<file path="src/rtl/chrom_serial_loader.sv">
// Chromosome serial loader: frames a byte stream (SYNC, payload, XOR checksum),
// assembles the chromosome in a shadow register and commits it atomically.
module chrom_serial_loader #(
    parameter int unsigned             CHROM_BITS  = 33,
    parameter logic [7:0]              SYNC_BYTE   = 8'hA5,
    parameter int unsigned             TIMEOUT_CYC = 1_000_000,
    parameter logic [CHROM_BITS-1:0]   CHROM_RESET = '0
) (
    input  logic                  clk,
    input  logic                  rst_n,
    input  logic [7:0]            in_data,
    input  logic                  in_valid,
    output logic                  in_ready,
    output logic [CHROM_BITS-1:0] chrom_out,
    output logic                  chrom_load,
    output logic                  err_csum,
    output logic                  err_timeout,
    output logic [7:0]            frame_count
);

    localparam int unsigned NBYTES   = (CHROM_BITS + 7) / 8;
    localparam int unsigned SHADOW_W = NBYTES * 8;
    localparam int unsigned IDX_W    = (NBYTES > 1) ? $clog2(NBYTES) : 1;
    localparam int unsigned TMO_W    = $clog2(TIMEOUT_CYC + 1);

    typedef enum logic [1:0] {
        S_IDLE    = 2'd0,
        S_PAYLOAD = 2'd1,
        S_CHECK   = 2'd2,
        S_COMMIT  = 2'd3
    } state_t;

    state_t                  state_q, state_d;
    logic [IDX_W-1:0]        idx_q, idx_d;
    logic [7:0]              csum_q, csum_d;
    logic [SHADOW_W-1:0]     shadow_q, shadow_d;
    logic [TMO_W-1:0]        tmo_q, tmo_d;
    logic [CHROM_BITS-1:0]   chrom_d;
    logic                    load_d, ecs_d, eto_d, ready_d;
    logic [7:0]              fcnt_d;
    logic                    accept;

    assign accept = in_valid & in_ready;

    // State, datapath and registered outputs
    always_ff @(posedge clk) begin
        if (!rst_n) begin
            state_q     <= S_IDLE;
            idx_q       <= '0;
            csum_q      <= '0;
            shadow_q    <= '0;
            tmo_q       <= '0;
            chrom_out   <= CHROM_RESET;
            chrom_load  <= 1'b0;
            err_csum    <= 1'b0;
            err_timeout <= 1'b0;
            frame_count <= '0;
            in_ready    <= 1'b1;
        end else begin
            state_q     <= state_d;
            idx_q       <= idx_d;
            csum_q      <= csum_d;
            shadow_q    <= shadow_d;
            tmo_q       <= tmo_d;
            chrom_out   <= chrom_d;
            chrom_load  <= load_d;
            err_csum    <= ecs_d;
            err_timeout <= eto_d;
            frame_count <= fcnt_d;
            in_ready    <= ready_d;
        end
    end

    // Next-state and next-output decode
    always_comb begin
        state_d  = state_q;
        idx_d    = idx_q;
        csum_d   = csum_q;
        shadow_d = shadow_q;
        tmo_d    = tmo_q;
        chrom_d  = chrom_out;
        load_d   = 1'b0;
        ecs_d    = 1'b0;
        eto_d    = 1'b0;
        fcnt_d   = frame_count;

        case (state_q)
            S_IDLE: begin
                tmo_d = '0;
                if (accept && (in_data == SYNC_BYTE)) begin
                    state_d = S_PAYLOAD;
                    idx_d   = '0;
                    csum_d  = '0;
                end
            end
            S_PAYLOAD: begin
                if (accept) begin
                    shadow_d[{idx_q, 3'b000} +: 8] = in_data;
                    csum_d = csum_q ^ in_data;
                    tmo_d  = '0;
                    if (idx_q == IDX_W'(NBYTES - 1)) begin
                        state_d = S_CHECK;
                    end else begin
                        idx_d = idx_q + IDX_W'(1);
                    end
                end else if (tmo_q == TMO_W'(TIMEOUT_CYC - 1)) begin
                    state_d  = S_IDLE;
                    eto_d    = 1'b1;
                    shadow_d = '0;
                    tmo_d    = '0;
                end else begin
                    tmo_d = tmo_q + TMO_W'(1);
                end
            end
            S_CHECK: begin
                if (accept) begin
                    tmo_d = '0;
                    if (in_data == csum_q) begin
                        state_d = S_COMMIT;
                    end else begin
                        state_d = S_IDLE;
                        ecs_d   = 1'b1;
                    end
                end else if (tmo_q == TMO_W'(TIMEOUT_CYC - 1)) begin
                    state_d  = S_IDLE;
                    eto_d    = 1'b1;
                    shadow_d = '0;
                    tmo_d    = '0;
                end else begin
                    tmo_d = tmo_q + TMO_W'(1);
                end
            end
            S_COMMIT: begin
                chrom_d = shadow_q[CHROM_BITS-1:0];
                load_d  = 1'b1;
                fcnt_d  = frame_count + 8'd1;
                state_d = S_IDLE;
            end
            default: begin
                state_d = S_IDLE;
            end
        endcase

        // Byte input is blocked only while the commit cycle is in progress
        ready_d = (state_d != S_COMMIT);
    end

endmodule

</file>
<file path="config.mk">
export PLATFORM = sky130hd
export DESIGN_NAME = chrom_serial_loader
export DESIGN_NICKNAME = d
export VERILOG_FILES = /design/src/rtl/chrom_serial_loader.sv
export SDC_FILE = /design/constraint.sdc
export NUM_CORES = 1
export LEC_CHECK = 0
export ABC_AREA = 1
export CAP_MARGIN = 20
export CELL_PAD_IN_SITES_DETAIL_PLACEMENT = 2
export CELL_PAD_IN_SITES_GLOBAL_PLACEMENT = 2
export CORE_MARGIN = 4
export CORE_UTILIZATION = 38
export CTS_CLUSTER_SIZE = 20
export DETAILED_ROUTE_END_ITERATION = 6
export DONT_BUFFER_PORTS = 1
export PLACE_DENSITY_LB_ADDON = 0.1
export SYNTH_ARGS = -nofsm -noshare
export SYNTH_HDL_FRONTEND = slang
export SYNTH_SLANG_ARGS = --single-unit
</file>
<file path="constraint.sdc">
create_clock -name clk -period 3.6 [get_ports clk]
set_input_delay 0.36 -clock clk [delete_from_list [all_inputs] [get_ports clk]]
set_output_delay 0.36 -clock clk [all_outputs]
set_load 0.1 [all_outputs]
</file>
Word level (Yosys, flattened, before mapping)
Index checks and enable logic that the tools add are counted.
Cells by class
  eq/ne operators: 12
  bitwise gates (word level): 4
  add/sub/neg operators: 4
  mux-type cells: 25
  shifts and indexed selects: 2
  reduce and logical (&&, ||, !) cells: 11
Operators by type and width (count)
  2-to-1 mux 40 bit: 3
  case mux 40 bit (2 select lines): 1
  bitwise mux 40 bit: 1
  2-to-1 mux 20 bit: 2
  case mux 20 bit (2 select lines): 1
  variable shift 8 x 8 -> 40 bit (first input constant): 1
  indexed part select 8 x 8 -> 40 bit: 1
  adder 20 x 1 -> 20 bit (second input constant): 1
  == test 20 bit (second input constant): 1
  2-to-1 mux 8 bit: 2
  case mux 8 bit (2 select lines): 1
  2-to-1 mux 2 bit: 6
  inequality test 2 bit (second input constant): 5
  2-to-1 mux 3 bit: 3
  adder 8 x 1 -> 8 bit (second input constant): 1
  == test 8 bit: 1
  == test 8 bit (second input constant): 1
  negation 6 -> 8 bit: 1
  case mux 2 bit (4 select lines): 1
  bitwise XOR 8 bit: 1
  case mux 3 bit (2 select lines): 1
  AND reduction 3 bit: 2
  nonzero test 2 bit: 3
  == test 2 bit (second input constant): 2
  12 further kinds: 15
Word-level totals
  input port bits: 11
  output and inout port bits: 45
  logic and storage cells: 69
  register bits after elaboration: 118

Depth between registers and ports, before layout
Gate-level depths: netlist (run 1).
  depth in word-level cells: 5
  mapped depth: 12
  depth with buffers taken out: 12

Worst setup path after synthesis (run 1)
No wires, ideal clock.
  path kind: register to register
  from: register in_ready
  to: register shadow_q[24]
  path buffers: 0
  setup time: 70 ps
  period minus slack after synthesis: 2124 ps
  arrival: 2054 ps
  slack: 1476 ps
  stages on the path, launching flop included: 9
  required time: 3530 ps
  cell sequence: dfxtp_1 > nand2_2 > clkinv_2 > nand2_2 > nor2_2 > inv_2 > nor4b_4 > nand2_1 > a21oi_1
On the way
  longest elaborated chain between the ends: 3
  elaborated cells on any way between the ends: 5
  those cells by class: 1 x eq/ne; 2 x mux; 1 x bitwise; 1 x reduce/logical
Ends and longest elaborated chain
  start: declaration: RTL line 13  | output logic in_ready,
  start signal: assignment: RTL line 70  | in_ready <= ready_d;
  bitwise AND 1 bit *: RTL line 43  | assign accept = in_valid & in_ready;
  2-to-1 mux 40 bit / inequality test 2 bit (equally long branches)
  case mux 40 bit (2 select lines) / AND reduction 2 bit (equally long branches)
  end signal: assignment: RTL line 63  | shadow_q <= shadow_d;
  end: declaration: RTL line 36  | logic [SHADOW_W-1:0] shadow_q, shadow_d;
Every way passes the cells marked *; elsewhere a longest branch is shown, timed or not.
A chain may end at the register's enable or synchronous reset.

Worst setup path in the final report (run 1)
  from: register state_q[1]
  to: register chrom_out[0]
On the way
  longest elaborated chain between the ends: 1
Ends and longest elaborated chain
  start: declaration: RTL line 33  | state_t state_q, state_d;
  start signal: assignment: RTL line 60  | state_q <= state_d;
  == test 2 bit: RTL line 87  | case (state_q)
  end signal: assignment: RTL line 65  | chrom_out <= chrom_d;
  end: declaration: RTL line 14  | output logic [CHROM_BITS-1:0] chrom_out,
Every way passes these cells.

==> impl_metrics.env, run 1 <==
export IMPL_ctsHoldBuffers=0
export IMPL_yosys_area_top_type_share=0.444
export IMPL_start_kind="flop"
export IMPL_ys_types=33
export IMPL_post_route_min_period_ns=2.53
export IMPL_tns_ns=0
export IMPL_endpoint_kind="flop"
export IMPL_yosys_most_used_dff="dfxtp_1"
export IMPL_grt_usage=0.227
export IMPL_antenna_found_initial=0
export IMPL_n_antenna_cell=0
export IMPL_critPathRequiredTime_ns=3.85
export IMPL_gp_congestion=0.852
export IMPL_synthTopCellsByArea="dfxtp_1 (44%), nand2_1 (12%), nor2_1 (10%)"
export IMPL_grt_pass1_vias=5109
export IMPL_syn_avg_cell_area_um2=7.01
export IMPL_async_flop_share=0
export IMPL_h_tree_depth=3
export IMPL_areaGrowthSynthToFinish_pct=10.0
export IMPL_wl_per_cell_um=18.2
export IMPL_synth_top_cells_by_count="nand2_1 (161), nor2_1 (135), dfxtp_1 (111)"
export IMPL_grt_max_degree=55
export IMPL_path_class="flop to flop"
export IMPL_grt_pass1_wl_mm=26.7
export IMPL_vias=4700
export IMPL_drv_cap=0
export IMPL_startpoint="state_q[1]"
export IMPL_finalHoldViolations=0
export IMPL_p_leak_nw=2.23
export IMPL_fmaxAchievable_mhz=395
export IMPL_ir_drop_uv=190
export IMPL_numCtsBuffers=9
export IMPL_pwr_density_cell_nw_per_um2=420
export IMPL_dr_pass1_iters=5
export IMPL_critPathArrivalTime_ns=2.78
export IMPL_drcViolationCount=0
export IMPL_cts_root_buf="clkbuf_16"
export IMPL_placed_cells=874
export IMPL_cts_sinks=111
export IMPL_synth_most_common_cell="nand2_1"
export IMPL_post_route_period_util=0.702
export IMPL_timing_rr_start="state_q[1]"
export IMPL_drtIter0Drc=266
export IMPL_coreArea_um2=12800
export IMPL_wl_mm=16.2
export IMPL_rows=41
export IMPL_cts_repair_resized=0
export IMPL_fin_skew_ns=0.00900
export IMPL_slew_headroom=0.316
export IMPL_clkTransAtPathRegs_ns=0.08
export IMPL_cts_buffer_depth=2
export IMPL_hold_class="input port to flop"
export IMPL_die_height_um=123
export IMPL_hold_path_startpoint="rst_n"
export IMPL_nNetsFinal=739
export IMPL_syn_inst=714
export IMPL_critPathMaxFanout=34
export IMPL_status="finished clean"
export IMPL_ys_seq_elements=111
export IMPL_post_cts_buffers=0
export IMPL_cts_tree="built"
export IMPL_insertion_delay_ns=0.37
export IMPL_port_buffer_count=0
export IMPL_fp_dieW_um=123
export IMPL_dpl_hpwl_mm=11.8
export IMPL_fin_cells=889
export IMPL_ys_warnings_count=0
export IMPL_yosysSeqAreaShare=0.444
export IMPL_dieArea_um2=15100
export IMPL_io_pin_count=56
export IMPL_syn_cell_area_um2=5000
export IMPL_drive_gt1_frac=0.0683
export IMPL_drv_slew=0
export IMPL_ant_nets=0
export IMPL_rsz0062_at_grt="no"
export IMPL_tightest_slew_ns=1.03
export IMPL_grt_overflow=0
export IMPL_synth_edff_count=0
export IMPL_synth_largest_area_cell="dfxtp_1"
export IMPL_start_util=0.392
export IMPL_synth_nets=740
export IMPL_vias_per_cell=5.29
export IMPL_setup_viol=0
export IMPL_fill_cells=1528
[registers in the layout (all words and copies together) (netlist names)]
name,cells
err_csum,1
idx_q,3
shadow_q,33
state_q,2
in_ready,1
err_timeout,1
chrom_out,33
csum_q,8
tmo_q,20
chrom_load,1
frame_count,8
[cell families after synthesis]
logic type      Yosys count  share of synthesized area
xor+xnor                  5                    0.00875
fa+ha+maj                15                     0.0375
flops                   111                      0.444
compound gates          119                      0.121
simple gates            371                      0.317
buf+inv                  93                     0.0717
[path summary, 6_finish.rpt]
check	slack [ns]	end	cells after the start
worst max-delay path	1.07	chrom_out[0]	4
worst min-delay path	0.1	in_ready	1
worst max register to register	1.07	chrom_out[0]	4
worst min register to register	0.47	shadow_q[23]	2
[critical path, cell delays in order, from the launching register on]
cell and delay, ns:
dfxtp_1 0.49, ha_1 0.56, clkinv_1 0.91, nor2_1 0.36
nor2_1 0.09
[layer usage]
layer / GRT usage / vias up / routed length, µm
li1: - / 2288 / -
met5: 0 / - / 0
met3: 0.0442 / 17 / 840
met2: 0.381 / 78 / 7800
met1: 0.290 / 2317 / 7310
met4: 0.0812 / 0 / 273
[stage by stage]
| stage | power [mW] | hold slack [ns] | util | cell area [µm²] | worst slack, ns |
|---|---|---|---|---|---|
| 2_1_floorplan | 1.29 | 0.439 | - | 5000 | 1.48 |
| 3_3_place_gp | 1.29 | 0.452 | 0.407 | 5200 | 1.24 |
| 3_5_place_dp | 1.30 | 0.463 | 0.407 | 5200 | 1.07 |
| 4_1_cts | 2.34 | 0.0813 | 0.431 | 5510 | 1.05 |
| 5_1_grt | 2.40 | 0.0791 | 0.431 | 5510 | 0.759 |
| 6_report | 2.31 | 0.0967 | 0.431 | 5510 | 1.07 |
[power breakdown]
group / internal [mW] / total, mW / switching [mW]
clock network: 0.549 / 1.05 / 0.498
logic: 0.00950 / 0.0385 / 0.0290
registers: 1.23 / 1.23 / 0.000568
[final cells by class]
type                       instances  area (µm²)  share of cell area
tap                              172         215              0.0391
inverter                          71         269              0.0489
sequential                       111        2220               0.404
clock buffer                       9         225              0.0409
timing repair buffer              10        75.1              0.0136
clock inverter                     6        75.1              0.0136
multi-input combinational        510        2420               0.440
[cells in the final DEF (no fill, tap or decap), types with 2 or more instances in the layout]
| cell | count |
|---|---|
| buf_4 | 10 |
| clkbuf_16 | 9 |
| inv_1 | 62 |
| nand3_2 | 2 |
| o21ai_0 | 50 |
| dfxtp_1 | 111 |
| o21ai_1 | 3 |
| inv_2 | 6 |
| nor2_1 | 135 |
| nand2_2 | 4 |
| ha_1 | 15 |
| nand3_1 | 26 |
| clkinv_2 | 2 |
| nor3_1 | 10 |
| inv_6 | 3 |
| a21oi_1 | 63 |
| nand4_1 | 19 |
| nand2_1 | 161 |
| nor3b_1 | 2 |
| nor2_4 | 2 |
| xor2_1 | 5 |
| nor2_2 | 4 |
Power figures use the tool's default switching activity.
==> run 2: changes to the inputs <==
--- a/config.mk
+++ b/config.mk
@@ -10,7 +10,7 @@
 export CELL_PAD_IN_SITES_DETAIL_PLACEMENT = 2
 export CELL_PAD_IN_SITES_GLOBAL_PLACEMENT = 2
 export CORE_MARGIN = 4
-export CORE_UTILIZATION = 38
+export CORE_UTILIZATION = 35
 export CTS_CLUSTER_SIZE = 20
 export DETAILED_ROUTE_END_ITERATION = 6
 export DONT_BUFFER_PORTS = 1
==> constraint.sdc (replaced) <==
create_clock -name clk -period 2.5 [get_ports clk]
set_input_delay 0.25 -clock clk [delete_from_list [all_inputs] [get_ports clk]]
set_output_delay 0.25 -clock clk [all_outputs]
set_load 0.1 [all_outputs]
==> run 2 against run 1 <==
Maximum frequency increased by 11%. Clock-buffer cell count increased by 2. Clock skew increased by 0.0022 ns. Final cell count increased by 5.6%. Sequential share of layout area decreased by 2.1 points. Sequential power increased by 44%. Total power increased by 40%. Critical path type unchanged. Highest routed layer unchanged.
==> impl_metrics.env, run 2 (same netlist as run 1, synthesis figures left out) <==
export IMPL_n_antenna_cell=0
export IMPL_slew_headroom=0.372
export IMPL_drcViolationCount=0
export IMPL_wl_per_cell_um=17.2
export IMPL_hold_class="input port to flop"
export IMPL_post_route_min_period_ns=2.27
export IMPL_status="finished clean"
export IMPL_critPathRequiredTime_ns=2.74
export IMPL_vias_per_cell=5.07
export IMPL_final_cell_mix="nand2_1 (161), nor2_1 (135), dfxtp_1 (111)"
export IMPL_slowest_delay_ns=0.51
export IMPL_port_buffer_count=0
export IMPL_start_kind="flop"
export IMPL_path_class="flop to flop"
export IMPL_grt_usage=0.205
export IMPL_rr_worst_depth=10
export IMPL_vias=4762
export IMPL_dieArea_um2=16300
export IMPL_drv_slew=0
export IMPL_start_util=0.359
export IMPL_holdWs_ns=0.0268
export IMPL_cts_tree="built"
export IMPL_placed_cells=922
export IMPL_ir_drop_uv=288
export IMPL_dpl_cell_area_um2=5520
export IMPL_fin_util=0.417
export IMPL_fin_cells=939
export IMPL_critPathArrivalTime_ns=2.51
export IMPL_die_height_um=128
export IMPL_drive_gt1_frac=0.117
export IMPL_cp_common_cell="nand2_1"
export IMPL_dr_pass1_iters=4
export IMPL_p_leak_nw=2.44
export IMPL_rsz0062_at_grt="no"
export IMPL_fill_cells=1687
export IMPL_fin_area_um2=5810
export IMPL_finalHoldViolations=0
export IMPL_clkTransAtPathRegs_ns=0.07
export IMPL_worstHoldPathCells=2
export IMPL_startpoint="idx_q[0]"
export IMPL_insertion_delay_ns=0.36
export IMPL_cts_sinks=111
export IMPL_areaGrowthSynthToFinish_pct=16.0
export IMPL_total_power_mw=3.25
export IMPL_coreArea_um2=13900
export IMPL_cts_root_buf="clkbuf_16"
export IMPL_tightest_slew_ns=0.941
export IMPL_crit_slowest_cell="dfxtp_1"
export IMPL_post_cts_buffers=0
export IMPL_tns_ns=0
export IMPL_io_pin_count=56
export IMPL_place_ws_ns=0.290
export IMPL_grt_pass1_wl_mm=27.0
export IMPL_timing_rr_start="idx_q[0]"
export IMPL_dpl_hpwl_mm=12.0
export IMPL_top_regs="chrom_out x33, shadow_q x33, tmo_q x20"
export IMPL_fin_skew_ns=0.0112
export IMPL_pwr_density_cell_nw_per_um2=559
export IMPL_grt_pass1_vias=5146
export IMPL_ant_nets=0
export IMPL_mostFrequentLayoutCell="nand2_1"
export IMPL_drv_cap=0
export IMPL_nNetsFinal=780
export IMPL_fp_dieW_um=128
export IMPL_critPathMaxFanout=8
export IMPL_fmaxAchievable_mhz=440
export IMPL_cts_buffer_depth=2
export IMPL_antenna_found_initial=0
export IMPL_timing_critical_path_cells="inv_2 -> ha_1 -> ha_1 -> nand2_1 -> inv_2 -> nand2_1 -> a21oi_1 -> nand2_1 -> nand2_1 -> a21oi_1"
export IMPL_rows=43
export IMPL_h_tree_depth=3
export IMPL_grt_max_degree=54
export IMPL_hold_path_startpoint="rst_n"
export IMPL_grt_overflow=0
export IMPL_wl_mm=16.2
export IMPL_drtIter0Drc=206
export IMPL_numCtsBuffers=9
export IMPL_post_route_period_util=0.908
export IMPL_setup_viol=0
export IMPL_gp_congestion=0.850
export IMPL_endpoint_kind="flop"
export IMPL_fin_ws_ns=0.230
## run 2: cell types whose count changed in the layout (fill, tap and decap cells not counted)
cell,before,now
buf_4,10,50
clkbuf_8,0,1
inv_8,1,0
clkbuf_1,0,1
clkinv_4,0,1
clkinv_2,2,3
bufinv_16,1,0
dlygate4sd3_1,0,1
inv_6,3,2
## run 2: worst paths after layout
check,endpoint,slack [ns]
min reg2reg,shadow_q[8],0.47
min,tmo_q[10],0.03
max reg2reg,shadow_q[19],0.23
max,shadow_q[19],0.23
## run 2: routing by layer
metal / GRT usage / vias up / wire length (µm)
met5: 0 / - / 0
met1: 0.277 / 2336 / 7760
met4: 0.0624 / 0 / 228
li1: - / 2358 / -
met2: 0.341 / 54 / 7610
met3: 0.0301 / 14 / 556
## run 2: layout make-up
cell class	instances	area [µm²]	area share
repair buffers	51	385	0.0664
well taps	180	225	0.0388
multi-input cells	510	2420	0.417
clock buffers	11	243	0.0418
clock inverters	5	38.8	0.00668
flip-flops and latches	111	2220	0.383
inverters	71	269	0.0463
## run 2: critical path: cells and delay by family, from the launching register on
kind / cells / cell delay, ns
adders and majority gates: 2 / 0.63
and+or+nand+nor: 4 / 0.59
DFF: 1 / 0.51
buffers and inverters: 2 / 0.22
AOI/OAI and AO/OA: 2 / 0.20
## run 2: where the power goes
group	switching [mW]	leakage [nW]	internal, mW	total [mW]
clock	0.706	0.137	0.713	1.42
sequential	0.000774	0.894	1.77	1.77
combinational	0.0434	1.41	0.0149	0.0584
## run 2: what timing repair did
| action | in CTS | in global routing |
|---|---|---|
| gates resized for setup | 0 | 0 |
| endpoints found under the hold margin | 2 | 0 |
| hold buffers | 1 | 0 |
==> run 3: changes to the inputs <==
--- a/config.mk
+++ b/config.mk
@@ -5,12 +5,11 @@
 export SDC_FILE = /design/constraint.sdc
 export NUM_CORES = 1
 export LEC_CHECK = 0
-export ABC_AREA = 1
 export CAP_MARGIN = 20
 export CELL_PAD_IN_SITES_DETAIL_PLACEMENT = 2
 export CELL_PAD_IN_SITES_GLOBAL_PLACEMENT = 2
 export CORE_MARGIN = 4
-export CORE_UTILIZATION = 35
+export CORE_UTILIZATION = 39
 export CTS_CLUSTER_SIZE = 20
 export DETAILED_ROUTE_END_ITERATION = 6
 export DONT_BUFFER_PORTS = 1
==> run 3 against run 2 <==
Clock-buffer cell count fell by 1. Global-route usage is 0.13 points lower. Worst hold slack improved by 0.0021 ns. Combinational power decreased by 7.9%. Die area shrank 14%. Sequential share of layout area rose by 1.9 points. Critical endpoint is now shadow_q[28]. Largest power group unchanged. Highest routed layer unchanged.
==> impl_metrics.env, run 3 <==
export IMPL_status="finished clean"
export IMPL_drtIter0Drc=164
export IMPL_tightest_slew_ns=0.956
export IMPL_ctsHoldBuffers=0
export IMPL_dpl_cell_area_um2=5240
export IMPL_tns_ns=0
export IMPL_ys_types=52
export IMPL_insertion_delay_ns=0.36
export IMPL_drv_cap=0
export IMPL_dpl_hpwl_mm=9.64
export IMPL_holdWs_ns=0.0289
export IMPL_final_cell_mix="dfxtp_1 (111), nor2_1 (73), buf_4 (51)"
export IMPL_synth_edff_count=0
export IMPL_cts_buffer_depth=2
export IMPL_yosys_most_used_dff="dfxtp_1"
export IMPL_syn_cell_area_um2=4770
export IMPL_hold_class="input port to flop"
export IMPL_start_util=0.397
export IMPL_fin_area_um2=5540
export IMPL_dr_pass1_iters=4
export IMPL_vias=3871
export IMPL_start_kind="flop"
export IMPL_grt_pass1_wl_mm=22.8
export IMPL_cts_root_buf="clkbuf_16"
export IMPL_areaGrowthSynthToFinish_pct=16.1
export IMPL_syn_inst=498
export IMPL_critPathMaxFanout=8
export IMPL_cts_sinks=111
export IMPL_port_buffer_count=0
export IMPL_numCtsBuffers=9
export IMPL_pwr_density_cell_nw_per_um2=580
export IMPL_die_height_um=119
export IMPL_yosysSeqAreaShare=0.466
export IMPL_ant_nets=0
export IMPL_gr_usage_met2=0.356
export IMPL_critPathRequiredTime_ns=2.80
export IMPL_critPathArrivalTime_ns=2.62
export IMPL_gr_usage_met3=0.0435
export IMPL_wl_per_cell_um=20.2
export IMPL_syn_avg_cell_area_um2=9.58
export IMPL_vias_per_cell=5.64
export IMPL_synth_largest_area_cell="dfxtp_1"
export IMPL_fin_skew_ns=0.00983
export IMPL_slew_headroom=0.362
export IMPL_antenna_found_initial=0
export IMPL_rows=40
export IMPL_grt_pass1_vias=4179
export IMPL_crit_slowest_cell="a21oi_1"
export IMPL_coreArea_um2=12000
export IMPL_drv_slew=0
export IMPL_synthTopCellsByArea="dfxtp_1 (47%), mux2i_1 (7.3%), nor2_1 (5.8%)"
export IMPL_timing_critical_path_cells="inv_1 -> ha_1 -> ha_1 -> and3_2 -> nand3_1 -> o21ai_1 -> a21oi_1 -> a32o_1"
export IMPL_post_route_min_period_ns=2.33
export IMPL_h_tree_depth=3
export IMPL_ys_warnings_count=0
export IMPL_path_class="flop to flop"
export IMPL_synth_top_cells_by_count="dfxtp_1 (111), nor2_1 (74), mux2i_1 (35)"
export IMPL_rsz0062_at_grt="no"
export IMPL_top_regs="chrom_out x33, shadow_q x33, tmo_q x20"
export IMPL_mostFrequentLayoutCell="dfxtp_1"
export IMPL_drcViolationCount=0
export IMPL_fp_dieW_um=119
export IMPL_ys_seq_elements=111
export IMPL_finalHoldViolations=0
export IMPL_total_power_mw=3.21
export IMPL_wl_mm=13.8
export IMPL_nNetsFinal=560
export IMPL_drive_gt1_frac=0.156
export IMPL_grt_usage=0.204
export IMPL_yosys_area_top_type_share=0.466
export IMPL_crit_buf_inv=1
export IMPL_synth_most_common_cell="dfxtp_1"
export IMPL_setup_viol=0
export IMPL_synth_nets=524
export IMPL_n_antenna_cell=0
export IMPL_grt_overflow=0
export IMPL_io_pin_count=56
export IMPL_cp_top_family="compound AO/OA/AOI/OAI gates"
export IMPL_busiest_layer="met2"
export IMPL_ir_drop_uv=258
export IMPL_p_leak_nw=1.98
export IMPL_cts_tree="built"
export IMPL_grt_use_met1=0.256
export IMPL_cp_common_cell="ha_1"
export IMPL_fin_util=0.461
export IMPL_endpoint_kind="flop"
export IMPL_clkTransAtPathRegs_ns=0.07
export IMPL_r2r_slack_ns=0.17
export IMPL_async_flop_share=0
export IMPL_slowest_delay_ns=0.59
export IMPL_dieArea_um2=14100
export IMPL_grt_max_degree=40
export IMPL_gp_congestion=0.801
export IMPL_post_route_period_util=0.930
export IMPL_fmaxAchievable_mhz=430
[run 3: logic make-up (layout without fill, tap and decap cells)]
family,count (synthesis),in the layout,synth area share
and+or+nand+nor,191,191,0.207
AOI/OAI and AO/OA,81,81,0.127
DFF,111,111,0.466
adders and majority gates,15,15,0.0393
buffers and inverters,34,75,0.0302
muxes,36,36,0.0758
xor gates and xnor gates,30,30,0.0551
[run 3: area by class of cell]
cell class	count	area, µm²
fill	1278	6470
multi-input combinational	353	2420
sequential	111	2220
timing repair buffer	52	403
clock buffer	10	229
tap	147	184
clock inverter	6	50.0
inverter	7	26.3
[run 3: stage by stage]
step                cells  worst slack, ns
global route          686           0.0243
global placement      670            0.218
detailed placement    670           0.0826
CTS                   686           0.0322
finish                686            0.174
floorplan             498            0.109
[run 3: where the power goes]
group          total, mW  switching (mW)  internal (mW)
sequential          1.77        0.000285           1.77
combinational     0.0538          0.0413         0.0125
clock               1.39           0.698          0.692
total               3.21           0.740           2.47
[run 3: worst paths after layout]
check               startpoint      endpoint  cells past startpoint
setup reg to reg      idx_q[1]  shadow_q[28]                      8
hold reg to reg   shadow_q[17]  shadow_q[17]                      1
hold / removal           rst_n    state_q[0]                      1
setup / recovery      idx_q[1]  shadow_q[28]                      8
[run 3: routing by layer]
metal	up-vias	wire length, µm
li1	1855	-
met1	1938	6270
met2	65	6880
met3	13	521
met4	0	176
met5	-	0
[run 3: timing repair]
action | in CTS | in global routing
setup buffers | 0 | 0
setup endpoints to repair | 0 | 19
resized for setup | 0 | 4
